`src/rtl/key_evt_pkg.sv`:
```
// Shared types and helpers for the key gesture decoder: FSM state encoding and tick-counter sizing.
package key_evt_pkg;

  localparam int STATE_W = 3;

  typedef enum logic [STATE_W-1:0] {
    IDLE   = 3'd0,
    PRESS1 = 3'd1,
    WAIT2  = 3'd2,
    PRESS2 = 3'd3,
    LONG   = 3'd4
  } key_state_e;

  // The counter must hold the largest threshold it is ever compared against.
  function automatic int cnt_width(input int long_ticks, input int dclk_ticks, input int repeat_ticks);
    int m;
    m = (long_ticks > dclk_ticks) ? long_ticks : dclk_ticks;
    m = (repeat_ticks > m) ? repeat_ticks : m;
    return (m > 0) ? $clog2(m + 1) : 1;
  endfunction

endpackage

```
`src/rtl/key_event_decoder_if.sv`:
```
// Key gesture bus: the debounced key level toward the decoder and the event pulses back to UI logic.
interface key_event_decoder_if;

  logic KEY_In;
  logic KEY_Press;
  logic KEY_Rel;
  logic KEY_Click;
  logic KEY_DClick;
  logic KEY_Long;
  logic KEY_Repeat;

  modport master (
    output KEY_In,
    input  KEY_Press,
    input  KEY_Rel,
    input  KEY_Click,
    input  KEY_DClick,
    input  KEY_Long,
    input  KEY_Repeat
  );

  modport slave (
    input  KEY_In,
    output KEY_Press,
    output KEY_Rel,
    output KEY_Click,
    output KEY_DClick,
    output KEY_Long,
    output KEY_Repeat
  );

endinterface

```
`src/rtl/key_tick_gen.sv`:
```
// Free-running prescaler: one-cycle tick every TICK_DIV clocks, shared by timing blocks.
module key_tick_gen #(
  parameter int TICK_DIV = 50000
) (
  input  logic CLK,
  input  logic RST,
  output logic tick
);

  localparam int DIV_W = (TICK_DIV > 1) ? $clog2(TICK_DIV) : 1;
  localparam logic [DIV_W-1:0] DIV_LAST = DIV_W'(TICK_DIV - 1);

  logic [DIV_W-1:0] div_q;
  logic [DIV_W-1:0] div_d;
  logic             tick_q;
  logic             tick_d;

  // Next prescaler value; the tick is raised on the wrap back to zero.
  always_comb begin
    div_d  = div_q;
    tick_d = 1'b0;
    if (div_q == DIV_LAST) begin
      div_d  = '0;
      tick_d = 1'b1;
    end else begin
      div_d  = div_q + DIV_W'(1);
      tick_d = 1'b0;
    end
  end

  // Prescaler and tick registers.
  always_ff @(posedge CLK or negedge RST) begin
    if (!RST) begin
      div_q  <= '0;
      tick_q <= 1'b0;
    end else begin
      div_q  <= div_d;
      tick_q <= tick_d;
    end
  end

  assign tick = tick_q;

endmodule

```
`src/rtl/key_event_decoder.sv`:
```
// Classifies debounced active-low key gestures into one-cycle press/release/click/double-click/long pulses.
// Auto-repeat while long-held is compiled in only when KEY_REPEAT_EN is defined.
module key_event_decoder
  import key_evt_pkg::*;
#(
  parameter int TICK_DIV     = 50000,
  parameter int LONG_TICKS   = 800,
  parameter int DCLK_TICKS   = 250,
  parameter int REPEAT_TICKS = 100
) (
  input logic                CLK,
  input logic                RST,
  key_event_decoder_if.slave bus
);

  localparam int CNT_W = cnt_width(LONG_TICKS, DCLK_TICKS, REPEAT_TICKS);
  localparam logic [CNT_W-1:0] CNT_MAX = {CNT_W{1'b1}};
  localparam logic [CNT_W-1:0] LONG_TH = CNT_W'(LONG_TICKS);
  localparam logic [CNT_W-1:0] DCLK_TH = CNT_W'(DCLK_TICKS);

  logic             tick_s;
  logic             fall_s;
  logic             rise_s;
  logic [CNT_W-1:0] cnt_inc_s;
  logic             long_hit_s;
  logic             dclk_hit_s;
  logic             cnt_clr_s;

  logic             key_q;
  logic             key_d;
  key_state_e       state_q;
  key_state_e       state_d;
  logic [CNT_W-1:0] cnt_q;
  logic [CNT_W-1:0] cnt_d;
  logic             press_q;
  logic             press_d;
  logic             rel_q;
  logic             rel_d;
  logic             click_q;
  logic             click_d;
  logic             dclick_q;
  logic             dclick_d;
  logic             long_q;
  logic             long_d;
`ifdef KEY_REPEAT_EN
  localparam logic [CNT_W-1:0] REP_TH = CNT_W'(REPEAT_TICKS);
  logic             rep_hit_s;
  logic             rep_q;
  logic             rep_d;
`endif

  key_tick_gen #(
    .TICK_DIV (TICK_DIV)
  ) u_tick (
    .CLK  (CLK),
    .RST  (RST),
    .tick (tick_s)
  );

  // Edges compare the previous sample against the live level so pulses land one cycle after the change.
  assign key_d      = bus.KEY_In;
  assign fall_s     = key_q & ~bus.KEY_In;
  assign rise_s     = ~key_q & bus.KEY_In;
  assign cnt_inc_s  = (tick_s && (cnt_q != CNT_MAX)) ? (cnt_q + CNT_W'(1)) : cnt_q;
  assign long_hit_s = tick_s && (cnt_inc_s == LONG_TH);
  assign dclk_hit_s = tick_s && (cnt_inc_s == DCLK_TH);
`ifdef KEY_REPEAT_EN
  assign rep_hit_s  = tick_s && (cnt_inc_s == REP_TH);
`endif

  // Gesture FSM: an edge always takes priority over a threshold hit in the same cycle.
  always_comb begin
    state_d   = state_q;
    cnt_clr_s = 1'b0;
    press_d   = fall_s;
    rel_d     = rise_s;
    click_d   = 1'b0;
    dclick_d  = 1'b0;
    long_d    = 1'b0;
`ifdef KEY_REPEAT_EN
    rep_d     = 1'b0;
`endif
    case (state_q)
      IDLE: begin
        if (fall_s) state_d = PRESS1;
        else        state_d = IDLE;
      end
      PRESS1: begin
        if (rise_s) begin
          state_d = WAIT2;
        end else if (long_hit_s) begin
          long_d  = 1'b1;
          state_d = LONG;
        end else begin
          state_d = PRESS1;
        end
      end
      WAIT2: begin
        if (fall_s) begin
          state_d = PRESS2;
        end else if (dclk_hit_s) begin
          click_d = 1'b1;
          state_d = IDLE;
        end else begin
          state_d = WAIT2;
        end
      end
      PRESS2: begin
        if (rise_s) begin
          dclick_d = 1'b1;
          state_d  = IDLE;
        end else if (long_hit_s) begin
          dclick_d = 1'b1;
          state_d  = LONG;
        end else begin
          state_d  = PRESS2;
        end
      end
      LONG: begin
        if (rise_s) begin
          state_d = IDLE;
`ifdef KEY_REPEAT_EN
        end else if (rep_hit_s) begin
          rep_d     = 1'b1;
          cnt_clr_s = 1'b1;
          state_d   = LONG;
`endif
        end else begin
          state_d = LONG;
        end
      end
      default: begin
        state_d = IDLE;
      end
    endcase
    cnt_d = ((state_d != state_q) || cnt_clr_s) ? '0 : cnt_inc_s;
  end

  // Key sample, FSM state, tick counter and registered event pulses.
  always_ff @(posedge CLK or negedge RST) begin
    if (!RST) begin
      key_q    <= 1'b1;
      state_q  <= IDLE;
      cnt_q    <= '0;
      press_q  <= 1'b0;
      rel_q    <= 1'b0;
      click_q  <= 1'b0;
      dclick_q <= 1'b0;
      long_q   <= 1'b0;
    end else begin
      key_q    <= key_d;
      state_q  <= state_d;
      cnt_q    <= cnt_d;
      press_q  <= press_d;
      rel_q    <= rel_d;
      click_q  <= click_d;
      dclick_q <= dclick_d;
      long_q   <= long_d;
    end
  end

`ifdef KEY_REPEAT_EN
  // Repeat pulse register.
  always_ff @(posedge CLK or negedge RST) begin
    if (!RST) begin
      rep_q <= 1'b0;
    end else begin
      rep_q <= rep_d;
    end
  end

  assign bus.KEY_Repeat = rep_q;
`else
  assign bus.KEY_Repeat = 1'b0;
`endif

  assign bus.KEY_Press  = press_q;
  assign bus.KEY_Rel    = rel_q;
  assign bus.KEY_Click  = click_q;
  assign bus.KEY_DClick = dclick_q;
  assign bus.KEY_Long   = long_q;

endmodule

```
`src/flat_wrapper.sv`:
```
// flat-port wrapper written by rule: the top's interface ports become plain ports
module key_event_decoder_flat import key_evt_pkg::*;
#(
  parameter int TICK_DIV     = 50000,
  parameter int LONG_TICKS   = 800,
  parameter int DCLK_TICKS   = 250,
  parameter int REPEAT_TICKS = 100
)
  (CLK, RST, bus_KEY_In, bus_KEY_Press, bus_KEY_Rel, bus_KEY_Click, bus_KEY_DClick, bus_KEY_Long, bus_KEY_Repeat);
  key_event_decoder_if bus_i ();
  input logic CLK;
  input logic RST;
  input wire logic [$bits(bus_i.KEY_In)-1:0] bus_KEY_In;
  output wire logic [$bits(bus_i.KEY_Press)-1:0] bus_KEY_Press;
  output wire logic [$bits(bus_i.KEY_Rel)-1:0] bus_KEY_Rel;
  output wire logic [$bits(bus_i.KEY_Click)-1:0] bus_KEY_Click;
  output wire logic [$bits(bus_i.KEY_DClick)-1:0] bus_KEY_DClick;
  output wire logic [$bits(bus_i.KEY_Long)-1:0] bus_KEY_Long;
  output wire logic [$bits(bus_i.KEY_Repeat)-1:0] bus_KEY_Repeat;
  assign bus_i.KEY_In = bus_KEY_In;
  assign bus_KEY_Press = bus_i.KEY_Press;
  assign bus_KEY_Rel = bus_i.KEY_Rel;
  assign bus_KEY_Click = bus_i.KEY_Click;
  assign bus_KEY_DClick = bus_i.KEY_DClick;
  assign bus_KEY_Long = bus_i.KEY_Long;
  assign bus_KEY_Repeat = bus_i.KEY_Repeat;
  key_event_decoder #(.TICK_DIV(TICK_DIV), .LONG_TICKS(LONG_TICKS), .DCLK_TICKS(DCLK_TICKS), .REPEAT_TICKS(REPEAT_TICKS)) u_core (.CLK(CLK), .RST(RST), .bus(bus_i));
endmodule
```
`config.mk`:
```
export PLATFORM = sky130hd
export DESIGN_NAME = key_event_decoder_flat
export DESIGN_NICKNAME = d
export VERILOG_FILES = /design/src/rtl/key_evt_pkg.sv /design/src/rtl/key_event_decoder_if.sv /design/src/rtl/key_tick_gen.sv /design/src/rtl/key_event_decoder.sv /design/src/flat_wrapper.sv
export SDC_FILE = /design/constraint.sdc
export NUM_CORES = 1
export LEC_CHECK = 0
export CAP_MARGIN = 20
export CORE_AREA = 2 2 69 78
export CTS_BUF_LIST = sky130_fd_sc_hd__clkbuf_16
export CTS_CLUSTER_DIAMETER = 50
export DETAILED_ROUTE_END_ITERATION = 8
export DIE_AREA = 0 0 71 80
export DONT_BUFFER_PORTS = 1
export PLACE_DENSITY_LB_ADDON = 0.08
export REMOVE_ABC_BUFFERS = 1
export SYNTH_ARGS = -nofsm -noshare
export SYNTH_HDL_FRONTEND = slang
export SYNTH_SLANG_ARGS = --single-unit
```
`constraint.sdc`:
```
create_clock -name CLK -period 2.9 [get_ports CLK]
set_clock_uncertainty 0.2 [all_clocks]
set_input_delay 0.435 -clock CLK [delete_from_list [all_inputs] [get_ports CLK]]
set_output_delay 0.435 -clock CLK [all_outputs]
set_load 0.01 [all_outputs]
```
# Word-level counts from Yosys, hierarchy flattened
# Cells that the tools add are included.
# word_totals
regBits	36
inputBits	3
output_inout_bits	6
elab_cells	50
# op_classes
n_addsub	2
eq_ne	9
muxes	21
n_bitwise	4
reduce_logical	4
# ops
operator	count
10-bit 2-to-1 mux	2
3-bit 2-to-1 mux	6
16-bit by 1-bit adder with 16-bit output, second input constant	1
16-bit equality test, second input constant	1
16-bit 2-to-1 mux	1
3-bit one-hot mux with 5 select lines	1
10-bit by 1-bit adder with 10-bit output, second input constant	1
10-bit equality test, second input constant	1
10-bit by 8-bit equality test with 1-bit output, second input constant	1
1-bit 2-to-1 mux	10
10-bit != test, second input constant	1
3-bit by 2-bit equality test with 1-bit output, second input constant	2
3-bit by 1-bit equality test with 1-bit output, second input constant	1
3-bit equality test, second input constant	1
1-bit logical AND	3
3-bit logical NOT	1
3-bit != test	1
1-bit bitwise AND	2
2-bit 2-to-1 mux	1
1-bit NOT	2

# Logic depth before layout (Yosys ltp)
# Gate-level depths: netlist of the first run.
# logic_depth
word_depth	10
depth_mapped	7

# By module
# Synthesis of the first run repeated with hierarchy kept, for this count alone.
# hier_totals
hier_cells	193
area_unflattened_um2	1990.7
# by_module_without_submodules
mod	instances	cells_per_inst	area_each_um2
key_event_decoder	1	125	1203.7
key_tick_gen	1	68	787.0

# Worst setup path after synthesis of the first run
# No wires, ideal clock.
# synth_path
kind	flip-flop to flip-flop
startpoint	register u_core.cnt_q[0]
endpoint	register u_core.cnt_q[5]
setup_time_ps	142
arrival_ps	2154
slack_ps	404
stages_incl_launch_ff	8
n_path_buf	0
cell_sequence	dfrtp_1 ha_1 and4_1 or2_2 a211oi_1 nand4_2 o41ai_4 nor3_1
# synth_between
elab_chain_cells	10
elab_cells_between_ends	17
classes_between	1 x add/sub; 4 x eq/ne; 9 x mux; 3 x reduce/logical
# synth_lines
element	line_no	source
start, declared	key_event_decoder.sv:33	logic [CNT_W-1:0] cnt_q;
start signal, assigned	key_event_decoder.sv:153	cnt_q <= cnt_d;
branches (longest 2 deep; another with 10-bit by 1-bit adder with 10-bit output)	-	
10-bit 2-to-1 mux *	key_event_decoder.sv:64	assign cnt_inc_s = (tick_s && (cnt_q != CNT_MAX)) ? (cnt_q + CNT_W'(1)) : cnt_q;
10-bit equality test or 10-bit by 8-bit equality test with 1-bit output (tied branches)	key_event_decoder.sv:65, key_event_decoder.sv:66	
1-bit logical AND (on tied branches)	key_event_decoder.sv:65, key_event_decoder.sv:66	
3-bit 2-to-1 mux, or another cell as far along	key_event_decoder.sv:112	end else if (long_hit_s) begin
3-bit 2-to-1 mux (on tied branches)	key_event_decoder.sv:109, key_event_decoder.sv:89, key_event_decoder.sv:99	
3-bit one-hot mux with 5 select lines	key_event_decoder.sv:83	case (state_q)
3-bit != test	key_event_decoder.sv:136	cnt_d = ((state_d != state_q) || cnt_clr_s) ? '0 : cnt_inc_s;
10-bit 2-to-1 mux *	key_event_decoder.sv:136	
net u_core.cnt_d[5]	key_event_decoder.sv:34	logic [CNT_W-1:0] cnt_d;
# Mark *: on every way through the listed nets, which the timed path passes.

# Worst setup path in the final report of the first run
# layout_path
startpoint	register u_core.cnt_q[0]
endpoint	register u_core.cnt_q[7]
# The elaborated chain is that of the path after synthesis.

==> results of run 1 <==
## final cells by class
type,instances,area share (%)
Clock inverter,3,0.6904
Inverter,6,1.036
Sequential cell,36,41.48
Tap cell,58,3.337
Timing Repair Buffer,7,3.222
Clock buffer,5,5.754
Multi-Input combinational cell,144,44.48
## logic make-up (layout without fill, tap and decap cells)
logic type	count (synthesis)	count (layout)	share of synthesized area [%]
xor+xnor	15	15	6.904
simple gates	93	93	28.21
flops	36	36	47.40
compound gates	26	26	10.19
buf+inv	8	21	1.775
other cells	1	1	0.1970
mux	7	7	4.010
fa+ha+maj	2	2	1.315
## cell usage in the layout (no fill, tap or decap), types with 2 or more instances in the layout
cell type,n
nor3_1,9
nand2b_1,6
o211ai_1,2
nor4_1,2
xor2_1,6
dlygate4sd3_1,2
and2_1,2
o21ai_0,9
nor2_1,13
inv_1,7
a31oi_1,2
dfrtp_1,35
nand3_1,12
and4_1,3
mux2i_1,5
buf_4,4
nand3b_1,2
clkbuf_16,5
nand2_1,21
nand4_1,2
and3_1,4
or3_1,3
nor3b_1,3
xnor2_1,9
ha_1,2
## through the flow
step | TNS, ns | cells
finish | 0 | 259
floorplan | 0 | 186
global route | -0.02622 | 259
detailed placement | 0 | 246
CTS | 0 | 257
global placement | 0 | 246
## what timing repair did
action	CTS	global route
resized for setup	0	0
hold buffers	3	0
buffers inserted	0	2
setup endpoints to repair	0	8
endpoints found under the hold margin	37	0
## layer usage
metal,up-vias,share of wire (%),GRT usage [%]
met5,-,0,0
met4,0,1.8,4.717
met3,7,3.0,3.914
met2,14,52,25.61
met1,680,43,17.12
li1,697,-,-
## report_power, final
group | total (mW) | internal (mW) | switching, mW
logic | 0.0681 | 0.0269 | 0.0412
registers | 0.535 | 0.516 | 0.0191
clock network | 0.500 | 0.311 | 0.188
total | 1.10 | 0.854 | 0.249
## worst paths after layout
kind / start / end / slack [ns] / cells past startpoint
worst max-delay path: u_core.cnt_q[0] / u_core.cnt_q[7] / 0.16 / 8
worst min-delay path: bus_KEY_In / u_core.bus.KEY_Press / 0.21 / 2
worst max register to register: u_core.cnt_q[0] / u_core.cnt_q[7] / 0.16 / 8
worst min register to register: u_core.u_tick.div_q[12] / u_core.u_tick.div_q[12] / 0.28 / 1
max in group asynchronous: RST / u_core.key_q / 1.83 / 2
min in group asynchronous: RST / u_core.bus.KEY_Click / 0.40 / 2
==> impl_metrics.env, run 1 <==
export IMPL_cts_sinks=36
export IMPL_max_stage_delay_ns=0.44
export IMPL_grt_first_pass_wirelength_um=6382
export IMPL_largest_reg_flops=16
export IMPL_drcViolationCount=0
export IMPL_post_route_period_util_pct=94.47
export IMPL_clk_latency_ns=0.27
export IMPL_synth_commonest_cells="dfrtp_1, nand2_1, nor2_1"
export IMPL_dp_hpwl_um=2814
export IMPL_async_flop_share_pct=100.0
export IMPL_synth_ff_latch_count=36
export IMPL_root_buffer="clkbuf_16"
export IMPL_antennaDiodeCount=0
export IMPL_yosysTopAreaCellShare_pct=46.02
export IMPL_irDropWorstVdd_v=0.0002243
export IMPL_regArea_um2=902.1
export IMPL_die_area_um2=5680
export IMPL_crit_family="compound AO/OA/AOI/OAI gates"
export IMPL_syn_area_per_cell_um2=10.12
export IMPL_hold_viol=0
export IMPL_cap_violations=0
export IMPL_multi_input_area_um2=967.2
export IMPL_dr_first_iter_drc_count=125
export IMPL_cp_data_required_time_ns=2.83
export IMPL_num_vias=1398
export IMPL_cts_buffer_depth=2
export IMPL_coreArea_um2=4898
export IMPL_yosys_top_cells_area="dfrtp_1, nand2_1, xnor2_1"
export IMPL_yosys_cell_types_count=52
export IMPL_powerDensity_nw_per_um2=507.1
export IMPL_end_kind="flop"
export IMPL_crit_chain="ha_1 -> and4_1 -> or2_2 -> a211oi_1 -> nand4_2 -> o41ai_4 -> buf_4 -> nor3_1"
export IMPL_areaGrowthSynthToFinish_pct=14.27
export IMPL_critPathLaunchType="flop"
export IMPL_worstPathArrival_ns=2.67
export IMPL_gr_total_overflow=0
export IMPL_fillCellCount=459
export IMPL_antenna_found_initial=0
export IMPL_reg_top3="u_core.u_tick.div_q (16), u_core.cnt_q (10), u_core.state_q (3)"
export IMPL_die_h_um=80
export IMPL_finalNetCount=205
export IMPL_hold_ws_ns=0.2071
export IMPL_place_congestion=0.7817
export IMPL_dpl_worst_slack_ns=0.1726
export IMPL_ios=9
export IMPL_ys_seq_area_share_pct=47.40
export IMPL_grt_max_degree=37
export IMPL_synthCells=188
export IMPL_placed_area_um2=1979
export IMPL_viasPerCell=5.398
export IMPL_worst_path_buf_inv=1
export IMPL_drive_gt1_share_pct=10.95
export IMPL_start_util_pct=38.85
export IMPL_firstDrtPassIters=4
export IMPL_portBuffers=0
export IMPL_relSlewSlack_pct=51.47
export IMPL_layout_setup_ws_ns=0.1605
export IMPL_regMostFlops="u_core.u_tick.div_q"
export IMPL_synth_edf_count=0
export IMPL_synth_top_area_cell="dfrtp_1"
export IMPL_p_total_mw=1.103
export IMPL_hp_class="input port to flop"
export IMPL_post_route_cell_area_um2=2175
export IMPL_ant_nets=0
export IMPL_yosysWarnings=0
export IMPL_wl_um=3741
export IMPL_status="complete, no violations"
export IMPL_clk_pin_slew_worst_paths_ns=0.05
export IMPL_synth_cell_area_um2=1903
export IMPL_critPathKind="flop to flop"
export IMPL_setup_viol=0
export IMPL_synth_ff_type="dfrtp_1"
export IMPL_fmax_ghz=0.3650
export IMPL_rows=27
export IMPL_h_tree_depth=2
export IMPL_postLayoutCoreUtil_pct=44.39
export IMPL_critical_path_max_fanout=7
export IMPL_synth_most_common_cell="dfrtp_1"
export IMPL_wl_per_cell_um=14.44
export IMPL_slew_violations=0
export IMPL_tightest_slew_ns=0.7189
export IMPL_cts_buffers=5
export IMPL_grt_pass1_vias=1403
export IMPL_min_period_ns=2.740
export IMPL_crit_path_top_delay_cell="dfrtp_1"
export IMPL_grt_use_total_pct=14.54
export IMPL_leakagePower_nw=0.9531
export IMPL_cts_tree="yes"
export IMPL_die_x_um=71
Note: power is estimated with default switching activity, not from simulation.
==> run 2: changes to the inputs <==
--- a/config.mk
+++ b/config.mk
@@ -13,7 +13,6 @@
 export DIE_AREA = 0 0 71 80
 export DONT_BUFFER_PORTS = 1
 export PLACE_DENSITY_LB_ADDON = 0.08
-export REMOVE_ABC_BUFFERS = 1
 export SYNTH_ARGS = -nofsm -noshare
 export SYNTH_HDL_FRONTEND = slang
 export SYNTH_SLANG_ARGS = --single-unit
==> constraint.sdc (replaced) <==
create_clock -name CLK -period 2.7 [get_ports CLK]
set_clock_uncertainty 0.2 [all_clocks]
set_input_delay 0.405 -clock CLK [delete_from_list [all_inputs] [get_ports CLK]]
set_output_delay 0.405 -clock CLK [all_outputs]
set_load 0.01 [all_outputs]
==> run 2 against run 1 <==
Die area did not move. Hold slack got worse by 0.0034 ns. Wire length rose by 5.7%. Sequential power rose by 7.1%. Count of clock-buffer cells in the layout did not move. Power rose by 7.6%. Combinational power rose by 4.0%. First-iteration DRC count fell by 34%. Via count rose by 3.0%. Maximum frequency rose by 8.8%. Clock power rose by 8.4%. Final cell count rose by 1.5%. Largest cell class unchanged. Highest routed layer unchanged.
==> impl_metrics.env, run 2 (synthesis gave the netlist of run 1 again) <==
export IMPL_end_kind="flop"
export IMPL_wl_per_cell_um=15.03
export IMPL_dp_hpwl_um=2839
export IMPL_portBuffers=0
export IMPL_reg_top3="u_core.u_tick.div_q (16), u_core.cnt_q (10), u_core.state_q (3)"
export IMPL_min_delay_start="bus_KEY_In"
export IMPL_areaGrowthSynthToFinish_pct=17.09
export IMPL_final_cell_mix="dfrtp_1, nand2_1, nor2_1"
export IMPL_final_common_cell="dfrtp_1"
export IMPL_layout_setup_ws_ns=0.1815
export IMPL_rows=27
export IMPL_cts_sinks=36
export IMPL_drcViolationCount=0
export IMPL_dpl_worst_slack_ns=0.05239
export IMPL_relSlewSlack_pct=62.43
export IMPL_hold_ws_ns=0.2038
export IMPL_whs_path_depth=2
export IMPL_die_h_um=80
export IMPL_root_buffer="clkbuf_16"
export IMPL_fillCellCount=468
export IMPL_largest_reg_flops=16
export IMPL_r2r_cells=8
export IMPL_h_tree_depth=2
export IMPL_grt_max_degree=37
export IMPL_start_util_pct=38.85
export IMPL_critical_path_max_fanout=6
export IMPL_fmax_ghz=0.3971
export IMPL_num_vias=1440
export IMPL_postLayoutCoreUtil_pct=45.49
export IMPL_rsz0062_at_grt="no"
export IMPL_gr_total_overflow=0
export IMPL_cts_buffers=5
export IMPL_dp_cells=251
export IMPL_ios=9
export IMPL_grt_use_total_pct=15.20
export IMPL_finalNetCount=209
export IMPL_hold_path_end="u_core.bus.KEY_Press"
export IMPL_reg2reg_to="u_core.cnt_q[1]"
export IMPL_regMostFlops="u_core.u_tick.div_q"
export IMPL_antenna_found_initial=0
export IMPL_firstDrtPassIters=7
export IMPL_powerDensity_nw_per_um2=532.3
export IMPL_hold_viol=0
export IMPL_setup_viol=0
export IMPL_die_area_um2=5680
export IMPL_layout_cells_non_filler=263
export IMPL_die_x_um=71
export IMPL_crit_path_top_delay_cell="or4b_1"
export IMPL_leakagePower_nw=0.9783
export IMPL_ant_nets=0
export IMPL_wl_um=3954
export IMPL_slew_violations=0
export IMPL_cts_buffer_depth=2
export IMPL_crit_reg2reg_launch="u_core.cnt_q[0]"
export IMPL_tightest_slew_ns=0.5566
export IMPL_min_period_ns=2.519
export IMPL_r2r_slack_ns=0.18
export IMPL_grt_pass1_vias=1450
export IMPL_critPathLaunchType="flop"
export IMPL_clk_pin_slew_worst_paths_ns=0.06
export IMPL_max_stage_delay_ns=0.58
export IMPL_antennaDiodeCount=0
export IMPL_irDropWorstVdd_v=0.0002563
export IMPL_cap_violations=0
export IMPL_status="complete, no violations"
export IMPL_placed_area_um2=2017
export IMPL_post_route_period_util_pct=93.28
export IMPL_drive_gt1_share_pct=13.66
export IMPL_synthesis_nets=193
export IMPL_cp_data_required_time_ns=2.66
export IMPL_fin_setup_tns_ns=0
export IMPL_post_route_cell_area_um2=2228
export IMPL_coreArea_um2=4898
export IMPL_grt_first_pass_wirelength_um=6624
export IMPL_cts_tree="yes"
export IMPL_viasPerCell=5.475
export IMPL_crit_chain="ha_1 -> and4_1 -> nand3_1 -> mux2i_1 -> or4b_1 -> nor3_4 -> buf_12 -> nor3b_1"
export IMPL_hp_class="input port to flop"
export IMPL_worstPathArrival_ns=2.48
export IMPL_place_congestion=0.8107
export IMPL_p_total_mw=1.186
export IMPL_clk_latency_ns=0.27
export IMPL_dr_first_iter_drc_count=82
export IMPL_critPathKind="flop to flop"
run 2: changes by cell type in the layout (fill, tap and decap cells not counted), sizes merged:
| cell | change |
|---|---|
| buf | +4 |
run 2: area by class of cell:
class                   count  area, um2  share of cell area, %
clock buffers               5      125.1                  5.615
clock inverters             3      15.01                 0.6738
inverters                   6      22.52                  1.011
multi-input cells         144      978.4                  43.91
flip-flops and latches     36      902.1                  40.48
well taps                  58      72.57                  3.257
repair buffers             11      112.6                  5.053
run 2: how the worst max path moves through the flow:
stage	startpoint	to	slack [ns]	cells after the start
6_report	u_core.cnt_q[0]	u_core.cnt_q[1]	0.18	8
5_1_grt	u_core.cnt_q[0]	u_core.cnt_q[1]	0.03	8
4_1_cts	u_core.cnt_q[0]	u_core.bus.KEY_Long	0.03	7
3_5_place_dp	u_core.cnt_q[0]	u_core.bus.KEY_Long	0.05	7
3_3_place_gp	u_core.cnt_q[5]	u_core.cnt_q[5]	0.15	6
2_1_floorplan	u_core.cnt_q[0]	u_core.cnt_q[5]	0.20	7
run 2: worst max-delay path: cells and delay by family (launching register included):
kind                       cells  cell delay [ns]
DFF                            1             0.40
buffers and inverters          1             0.14
muxes                          1             0.20
adders and majority gates      1             0.25
and+or+nand+nor                5             1.21
run 2: power breakdown:
group          switching (mW)  internal, mW
Clock                   0.207         0.335
Sequential             0.0194         0.554
Combinational          0.0438        0.0270
run 2: routing by layer:
layer,vias up,GRT usage (%),part of all wire (%)
met5,-,0,0
met4,0,5.094,0.53
met3,4,3.535,2.8
met2,23,27.29,52
met1,712,17.72,44
li1,701,-,-
run 2: repair_timing:
| item | CTS | global route |
|---|---|---|
| endpoints found under the setup margin | 0 | 10 |
| hold buffers | 3 | 0 |
| gates resized for setup | 0 | 2 |
| setup buffers | 0 | 1 |
| endpoints found under the hold margin | 37 | 0 |
